===== config.mk =====
export PLATFORM = sky130hd
export DESIGN_NAME = pc_gen_flat
export DESIGN_NICKNAME = d
export VERILOG_FILES = /design/src/rtl/rv32_pkg.sv /design/src/rtl/pc_gen_if.sv /design/src/rtl/pc_adder.sv /design/src/rtl/pc_gen.sv /design/src/flat_wrapper.sv
export SDC_FILE = /design/constraint.sdc
export NUM_CORES = 1
export LEC_CHECK = 0
export CAP_MARGIN = 20
export CORE_MARGIN = 3
export CORE_UTILIZATION = 30
export DETAILED_ROUTE_END_ITERATION = 16
export PLACE_DENSITY_LB_ADDON = 0.08
export SYNTH_ARGS = -nofsm -noshare
export SYNTH_HDL_FRONTEND = slang
export SYNTH_SLANG_ARGS = --single-unit

===== constraint.sdc =====
create_clock -name clk -period 2.75 [get_ports clk]
set_clock_uncertainty 0.15 [all_clocks]
set_input_delay 0.55 -clock clk [delete_from_list [all_inputs] [get_ports clk]]
set_output_delay 0.55 -clock clk [all_outputs]
set_load 0.005 [all_outputs]

===== src/rtl/rv32_pkg.sv =====
// Shared RV32 front-end constants: widths, vectors, PC FSM states.
// Alignment mask narrows to 2-byte when PC_RVC_EN is defined.
package rv32_pkg;
   localparam int XLEN_D = 32;
   localparam logic [31:0] RESET_VEC_D = 32'h0000_0000;
   localparam logic [31:0] TRAP_VEC_D = 32'h0000_0100;

   typedef enum logic [1:0] {
      BOOT = 2'd0,
      RUN  = 2'd1,
      HALT = 2'd2
   } state_e;

`ifdef PC_RVC_EN
   localparam logic [1:0] ALIGN_MASK = 2'b01;
`else
   localparam logic [1:0] ALIGN_MASK = 2'b11;
`endif
endpackage


===== src/rtl/pc_gen_if.sv =====
// Fetch-address handshake between the PC generator and instruction memory.
interface pc_gen_if #(
   parameter int XLEN = 32
);
   logic [XLEN-1:0] pc_o;
   logic            pc_valid_o;
   logic [XLEN-1:0] next_pc_o;
   logic            fetch_ready_i;

   modport master (
      output pc_o,
      output pc_valid_o,
      output next_pc_o,
      input  fetch_ready_i
   );

   modport slave (
      input  pc_o,
      input  pc_valid_o,
      input  next_pc_o,
      output fetch_ready_i
   );
endinterface


===== src/rtl/pc_adder.sv =====
// Sequential-PC adder; wraps modulo 2^XLEN.
// Under PC_RVC_EN a compressed instruction steps by 2 bytes.
module pc_adder #(
   parameter int XLEN = 32,
   parameter int INC  = 4
) (
   input  logic [XLEN-1:0] pc_i,
`ifdef PC_RVC_EN
   input  logic            compressed_i,
`endif
   output logic [XLEN-1:0] sum_o
);
   localparam logic [XLEN-1:0] INC_W = XLEN'(INC);

`ifdef PC_RVC_EN
   localparam logic [XLEN-1:0] INC_C = XLEN'(2);
   assign sum_o = pc_i + (compressed_i ? INC_C : INC_W);
`else
   assign sum_o = pc_i + INC_W;
`endif
endmodule


===== src/rtl/pc_gen.sv =====
// Program-counter generator: BOOT/RUN/HALT FSM, redirect and trap.
// Build option PC_RVC_EN adds is_compressed_i and 2-byte alignment.
module pc_gen
   import rv32_pkg::*;
#(
   parameter int              XLEN         = XLEN_D,
   parameter logic [XLEN-1:0] RESET_VECTOR = XLEN'(RESET_VEC_D),
   parameter logic [XLEN-1:0] TRAP_VECTOR  = XLEN'(TRAP_VEC_D),
   parameter int              INC          = 4
) (
   input  logic            clk,
   input  logic            rst,
   input  logic            stall_i,
   input  logic            halt_i,
   input  logic            redirect_valid_i,
   input  logic [XLEN-1:0] redirect_target_i,
`ifdef PC_RVC_EN
   input  logic            is_compressed_i,
`endif
   pc_gen_if.master        fetch,
   output logic            misalign_err_o,
   output logic            halted_o
);
   localparam logic [1:0] S_BOOT = BOOT;
   localparam logic [1:0] S_RUN  = RUN;
   localparam logic [1:0] S_HALT = HALT;

   logic [1:0]      state_q, state_d;
   logic [XLEN-1:0] pc_q, pc_d;
   logic            err_q, err_d;
   logic [XLEN-1:0] seq_pc;
   logic            misaligned;

   pc_adder #(
      .XLEN (XLEN),
      .INC  (INC)
   ) u_adder (
      .pc_i         (pc_q),
`ifdef PC_RVC_EN
      .compressed_i (is_compressed_i),
`endif
      .sum_o        (seq_pc)
   );

   assign misaligned = |(redirect_target_i[1:0] & ALIGN_MASK);

   always_comb begin
      state_d = state_q;
      pc_d    = pc_q;
      err_d   = 1'b0;
      unique case (state_q)
         S_BOOT: state_d = S_RUN;
         S_RUN: begin
            if (halt_i) begin
               state_d = S_HALT;
            end else if (redirect_valid_i && misaligned) begin
               pc_d  = TRAP_VECTOR;
               err_d = 1'b1;
            end else if (redirect_valid_i) begin
               pc_d = redirect_target_i;
            end else if (stall_i) begin
               pc_d = pc_q;
            end else if (fetch.fetch_ready_i) begin
               pc_d = seq_pc;
            end
         end
         S_HALT: state_d = S_HALT;
         default: state_d = S_BOOT;
      endcase
   end

   always_ff @(posedge clk) begin
      if (rst) begin
         state_q <= S_BOOT;
         pc_q    <= RESET_VECTOR;
         err_q   <= 1'b0;
      end else begin
         state_q <= state_d;
         pc_q    <= pc_d;
         err_q   <= err_d;
      end
   end

   assign fetch.pc_o       = pc_q;
   assign fetch.pc_valid_o = (state_q == S_RUN);
   assign fetch.next_pc_o  = seq_pc;
   assign misalign_err_o   = err_q;
   assign halted_o         = (state_q == S_HALT);
endmodule


===== src/flat_wrapper.sv =====
// flat-port wrapper written by rule: the top's interface ports become plain ports
module pc_gen_flat import rv32_pkg::*;
#(
   parameter int              XLEN         = XLEN_D,
   parameter logic [XLEN-1:0] RESET_VECTOR = XLEN'(RESET_VEC_D),
   parameter logic [XLEN-1:0] TRAP_VECTOR  = XLEN'(TRAP_VEC_D),
   parameter int              INC          = 4
)
  (clk, rst, stall_i, halt_i, redirect_valid_i, redirect_target_i, misalign_err_o, halted_o, fetch_pc_o, fetch_pc_valid_o, fetch_next_pc_o, fetch_fetch_ready_i);
  pc_gen_if #(.XLEN(XLEN)) fetch_i ();
  input  logic clk;
  input  logic rst;
  input  logic stall_i;
  input  logic halt_i;
  input  logic redirect_valid_i;
  input  logic [XLEN-1:0] redirect_target_i;
  output logic misalign_err_o;
  output logic halted_o;
  output wire logic [$bits(fetch_i.pc_o)-1:0] fetch_pc_o;
  output wire logic [$bits(fetch_i.pc_valid_o)-1:0] fetch_pc_valid_o;
  output wire logic [$bits(fetch_i.next_pc_o)-1:0] fetch_next_pc_o;
  input wire logic [$bits(fetch_i.fetch_ready_i)-1:0] fetch_fetch_ready_i;
  assign fetch_pc_o = fetch_i.pc_o;
  assign fetch_pc_valid_o = fetch_i.pc_valid_o;
  assign fetch_next_pc_o = fetch_i.next_pc_o;
  assign fetch_i.fetch_ready_i = fetch_fetch_ready_i;
  pc_gen #(.XLEN(XLEN), .RESET_VECTOR(RESET_VECTOR), .TRAP_VECTOR(TRAP_VECTOR), .INC(INC)) u_core (.clk(clk), .rst(rst), .stall_i(stall_i), .halt_i(halt_i), .redirect_valid_i(redirect_valid_i), .redirect_target_i(redirect_target_i), .fetch(fetch_i), .misalign_err_o(misalign_err_o), .halted_o(halted_o));
endmodule

# ---- Word level (Yosys, flattened, before mapping)
# Cells that the tools add are included.
# W data, S select, Z words.
dict set report totals {
  reg_bits 35
  output_inout_bits 67
  elab_cells 23
}
dict set report classes {
  addsub 1
  eq_ne 4
  mux 7
  bitwise 2
  reduce_logical 6
}
# cell count
set ops {}
lappend ops {{$mux W32} 4}
lappend ops {{$add A32 B3 Y32 const B} 1}
lappend ops {{$pmux W2 S3} 1}
lappend ops {{$reduce_and A4 Y1} 1}
lappend ops {{$ne A3 B1 Y1 const B} 1}
lappend ops {{$reduce_bool A3 Y1} 1}
lappend ops {{$reduce_or A3 Y1} 1}
lappend ops {{$eq A2 B1 Y1 const B} 1}
lappend ops {{$eq A2 B2 Y1 const B} 1}
lappend ops {{$logic_not A2 Y1} 1}
lappend ops {{$mux W2} 1}
lappend ops {{$ne A2 B2 Y1 const B} 1}
lappend ops {{$not A1 Y1} 2}
lappend ops {{$reduce_or A2 Y1} 1}
lappend ops {{$logic_and A1 B1 Y1} 1}
lappend ops {{$mux W1} 1}

# ---- Longest topological paths before layout
dict set report logic_depth {
  word_depth 5
  ltp_mapped 10
}

# ---- By module
# From an unflattened synthesis, not the netlist that was laid out.
dict set report unflattened {
  cells_unflattened 322
  area_unflattened_um2 2596.2
}
# mod instances cells_per_inst area_per_inst_um2
set modules_own_cells {}
lappend modules_own_cells {pc_gen 1 239 2015.7}
lappend modules_own_cells {pc_adder 1 83 580.6}

# ---- Least setup slack after synthesis
# No wires, ideal clock.
dict set report synth_path {
  path_type {register -> output}
  startpoint {register u_core.pc_q[15], in the netlist u_core.fetch.pc_o[15]}
  endpoint {output port fetch_next_pc_o[30]}
  arrival_time_ps 1852
  required_time_ps 2050
  path_slack_ps 198
  stages_incl_launch_ff 8
  n_path_buf 2
  cell_sequence {dfxtp_1 -> clkbuf_2 -> nand4_2 -> or4_1 -> buf_6 -> nor4_4 -> nand3_1 -> xnor2_1}
}
dict set report synth_between {
  elab_chain_len 1
}
# element line_no
set synth_lines {}
lappend synth_lines {{start, declared} pc_gen.sv:29} ;# logic [XLEN-1:0] pc_q, pc_d;
lappend synth_lines {{start signal, assigned} pc_gen.sv:79} ;# pc_q <= pc_d;
lappend synth_lines {{$add A32 B3 Y32} pc_adder.sv:19} ;# assign sum_o = pc_i + INC_W;
lappend synth_lines {{end, declared} flat_wrapper.sv:21} ;# output wire logic [$bits(fetch_i.next_pc_o)-1:0] fetch_next_pc_o;
# Every way passes these cells.

# ---- Final worst setup path
dict set report layout_path {
  startpoint {register u_core.pc_q[8], in the netlist u_core.fetch.pc_o[8]}
  endpoint {output port fetch_next_pc_o[30]}
}
# The elaborated chain is that of the path after synthesis.

==> results.txt <==
- Status: finished with violations
- Failing checks: setup timing
- Entering global routing, the biggest net connects 33 pins.
- Sequential area share after synthesis: 0.292
- Syn avg cell area: between 7 and 8 µm²
- Fraction of the mapped netlist area in compound gates: 0.210
- Worst max-slew margin expressed relative to the limit: 0.454
* Ports placed on the boundary: 105
* Pre-Repair DR Iteration Count: 4
- Count of nets after finishing: 536
- Clock tree synthesis selected as its root buffer the cell sky130_fd_sc_hd__clkbuf_8.
- For this configuration, the core starts out at a cell density of 0.320.
- The worst setup path is launched from a flip-flop.
* Clock latency reported for the late side of the worst-skew pair: around 0.3 ns
- In the finished design, the share of the clock period the worst path needs comes to 1.08.
- Max-slew violation count: 0
- Critical path type: reg2out
- For this run, the slowest stage of the critical path takes 0.44 ns.
- The H-tree was split into 2 levels.
* Filler-free cell count of the finished design: 594
* Critical Path Slowest Stage Cell: sky130_fd_sc_hd__or4_4
- Number of antenna repair diodes: 0
* Clock-pin slew of the registers on the worst-case setup and hold paths: 0.08 ns
- The final number of hold-violating endpoints came to 0.
- Multiplexer fraction of the synthesized cell area: 0.0172
- In the synthesized netlist the dominant register cell turns out to be sky130_fd_sc_hd__dfxtp_1.
* Crit path time final: between 2 and 3 ns
- The synthesized design contains 35 register bits.
- Dividing the detail-routed wire length by the instance count gives 16.5 µm.
* Peak ir drop on the vdd network: 0.266 mV
- Setup TNS: -0.913 ns
- The region available for standard cell placement spans 7490 µm².
* Number of buffers inserted by port buffering: 104
- Least-Margin Pin Slew: around 0.82 ns
- Simple-gate area share of the yosys netlist: 0.293
- Synthesized Nets: approximately 350
- Dividing the detail-routed via count by the number of cells gives about 5.2.
* Endpoints failing setup: 6
* Synthesized-area fraction occupied by xor and xnor cells: 0.102
* Sequential cell area: between 700 and 800 µm²
- CTS tree: yes
- Leak: 0.00217 µW
- Total placed instance area: 3960 µm²
* Area Overhead vs Synth: 88.7%
* Die width: 95.4 µm
* Gate count of the mapped netlist: 312
- Post-synthesis instance area: 2400 µm²
* CP Cell Sequence: nand4_1 > buf_4 > or4_4 > buf_6 > nor4_4 > buf_4 > nand3_4 > xnor2_1 > buf_2
* Largest fanout of any net on the critical path: 3
- Worst Hold Margin: ~0.33 ns
* Power per Cell Area: 338 nW/µm²
* Wire length of the first global-routing pass: 15.0 mm
- Of the total synthesized cell area, the portion taken by full adders, half adders and majority gates is 0.0209.
- Routability cong.: about 0.9
- The floorplan has 31 rows.
- sky130_fd_sc_hd__dfxtp_1 takes more of the synthesized area than any other cell.
- At the worst endpoint, the required time is 2.05 ns.
* Number of global-route vias before repair: 2965
- Timing would allow up to 337 MHz.
* Top cells by area, synth: sky130_fd_sc_hd__dfxtp_1 29%, sky130_fd_sc_hd__xnor2_1 5.5%, sky130_fd_sc_hd__a21oi_1 5.0%, sky130_fd_sc_hd__xor2_1 4.7%, sky130_fd_sc_hd__nand3_1 4.6%
- Total area of multi-input combinational cells: approximately 1800 µm²
- Global routing finished with a remaining overflow of 0.
- Antenna violations before repair: 0
* Largest family of logic cells by synthesized area: simple AND/OR/NAND/NOR gates
- The Yosys step of the flow raised 0 warnings.
- In this run the remaining antenna-violating nets after routing total 0.
- Nature of the critical path endpoint: primary output
- Fraction of final layout cells with drive strength greater than 1: 0.345
- Clock buffers created by TritonCTS: 5
- Summing all non-filler instances in the final layout gives an area of approximately 4500 µm².
- Counting the fill cells in the layout gives about 660.
- Yosys mapped a number of flops with a built-in enable equal to 0.
- Setup repair after global routing could not meet its margin everywhere.
- The die is 95.4 µm tall.
- Top-area cell type share of the netlist area: 0.292
- For this run, the share of the core covered by cells in the final layout is 0.604.
* Number of hold-repair buffers added at the cts stage: 0
* Largest buffer count on any clock path: 2
- Violation count after the first detailed-routing iteration: 177
- Including well taps, the total number of placed cells is ~560.
- Once detailed placement completed, the half-perimeter wirelength came to 7.02 mm.
- DRC violation count after routing: 0
* Min-delay worst type: reg2reg
* DIE AREA: approximately 9100 µm²
- The final route contains slightly above 3000 vias.
- Number of max-cap violations: 0
- WP data arrival: 2.27 ns
* Proportion of register bits with asynchronous set or reset after synthesis: 0
- CTS saw 35 sinks.
* Most numerous cell on the critical path: sky130_fd_sc_hd__buf_4
* Gr usage total: 0.213
* Total Wirelength: around 10 mm
- Worst setup slack after layout: -0.221 ns
* Cell variety after synth: 53
-- power by group --
group / internal (µW) / switching (µW)
clock network: 294 / 203
logic: 249 / 215
registers: 541 / 27.2
total: 1080 / 446
-- sequential cells by signal, summed over array words and instances (netlist names) --
signal                 count
u_core.fetch.pc_o         32
u_core.misalign_err_o      1
u_core.state_q             2
-- metal layers --
| metal | vias up | wire [µm] | track usage |
|---|---|---|---|
| met5 | - | 0 | 0 |
| met4 | 0 | 100 | 0.0545 |
| met3 | 11 | 734 | 0.0395 |
| met2 | 130 | 4730 | 0.353 |
| met1 | 1468 | 4230 | 0.284 |
| li1 | 1501 | - | - |
-- Yosys cell counts (all sizes together) (8+ instances only) --
| cell | n |
|---|---|
| o21ai | 16 |
| nand4 | 10 |
| nor4 | 9 |
| nand3 | 22 |
| a21oi | 24 |
| dfxtp | 35 |
| xnor2 | 15 |
| nor2 | 26 |
| and3 | 10 |
| clkbuf | 17 |
| nor3 | 12 |
| nand2 | 23 |
| buf | 8 |
| inv | 10 |
| xor2 | 13 |
-- worst max-delay path, delay by kind of cell, from the launching register on --
family | cells | cell delay (ns)
XOR/XNOR | 1 | 0.16
buffers and inverters | 4 | 0.64
flip-flops | 1 | 0.34
AND/OR/NAND/NOR | 4 | 0.84
-- timing repair --
action | 4_1_cts | 5_1_grt
setup endpoints to repair | 23 | 21
gates resized for setup | 78 | 35
hold endpoints to repair | 0 | 0
setup buffers | 19 | 8
pin swaps | 22 | 11
-- worst paths after layout --
| check | from | to | slack (ns) | depth (start not counted) |
|---|---|---|---|---|
| max reg2reg | u_core.fetch.pc_o[8] | u_core.fetch.pc_o[29] | 0.20 | 9 |
| max | u_core.fetch.pc_o[8] | fetch_next_pc_o[30] | -0.22 | 9 |
| min reg2reg | u_core.fetch.pc_o[1] | u_core.fetch.pc_o[1] | 0.33 | 1 |
| min | u_core.fetch.pc_o[1] | u_core.fetch.pc_o[1] | 0.33 | 1 |
-- logic make-up (layout without fill, tap and decap cells) --
kind of cell,after synthesis,in the layout
DFF,35,35
buffers and inverters,35,218
and+or+nand+nor,130,130
xor gates and xnor gates,28,28
adders and majority gates,4,4
muxes,4,4
AOI/OAI and AO/OA,76,76
-- through the flow --
stage	worst slack (ns)	power, µW
2_1_floorplan	0.198	767
3_3_place_gp	-0.277	1030
3_5_place_dp	-0.311	1030
4_1_cts	-0.245	1540
5_1_grt	-0.326	1600
6_report	-0.221	1530
-- final cells by class --
cell class | instances | area share
inverters | 10 | 0.00830
clock inverters | 2 | 0.00775
flip-flops and latches | 35 | 0.159
clock buffers | 6 | 0.0183
multi-input cells | 242 | 0.394
repair buffers | 200 | 0.385
well taps | 99 | 0.0274
-- layout by cell type (no fill, tap or decap), drive strengths merged, types with 9 or more instances in the layout --
cell type      synthesis  layout
dfxtp                 35      35
nand2                 23      23
nor2                  26      26
inv                   10      10
xnor2                 15      15
clkbuf                17      14
nand4                 10      10
nor4                   9       9
nand3                 22      22
a21oi                 24      24
and3                  10      10
buf                    8     102
xor2                  13      13
nor3                  12      12
clkdlybuf4s50          0      81
o21ai                 16      16
(Power assumes the default switching activity.)
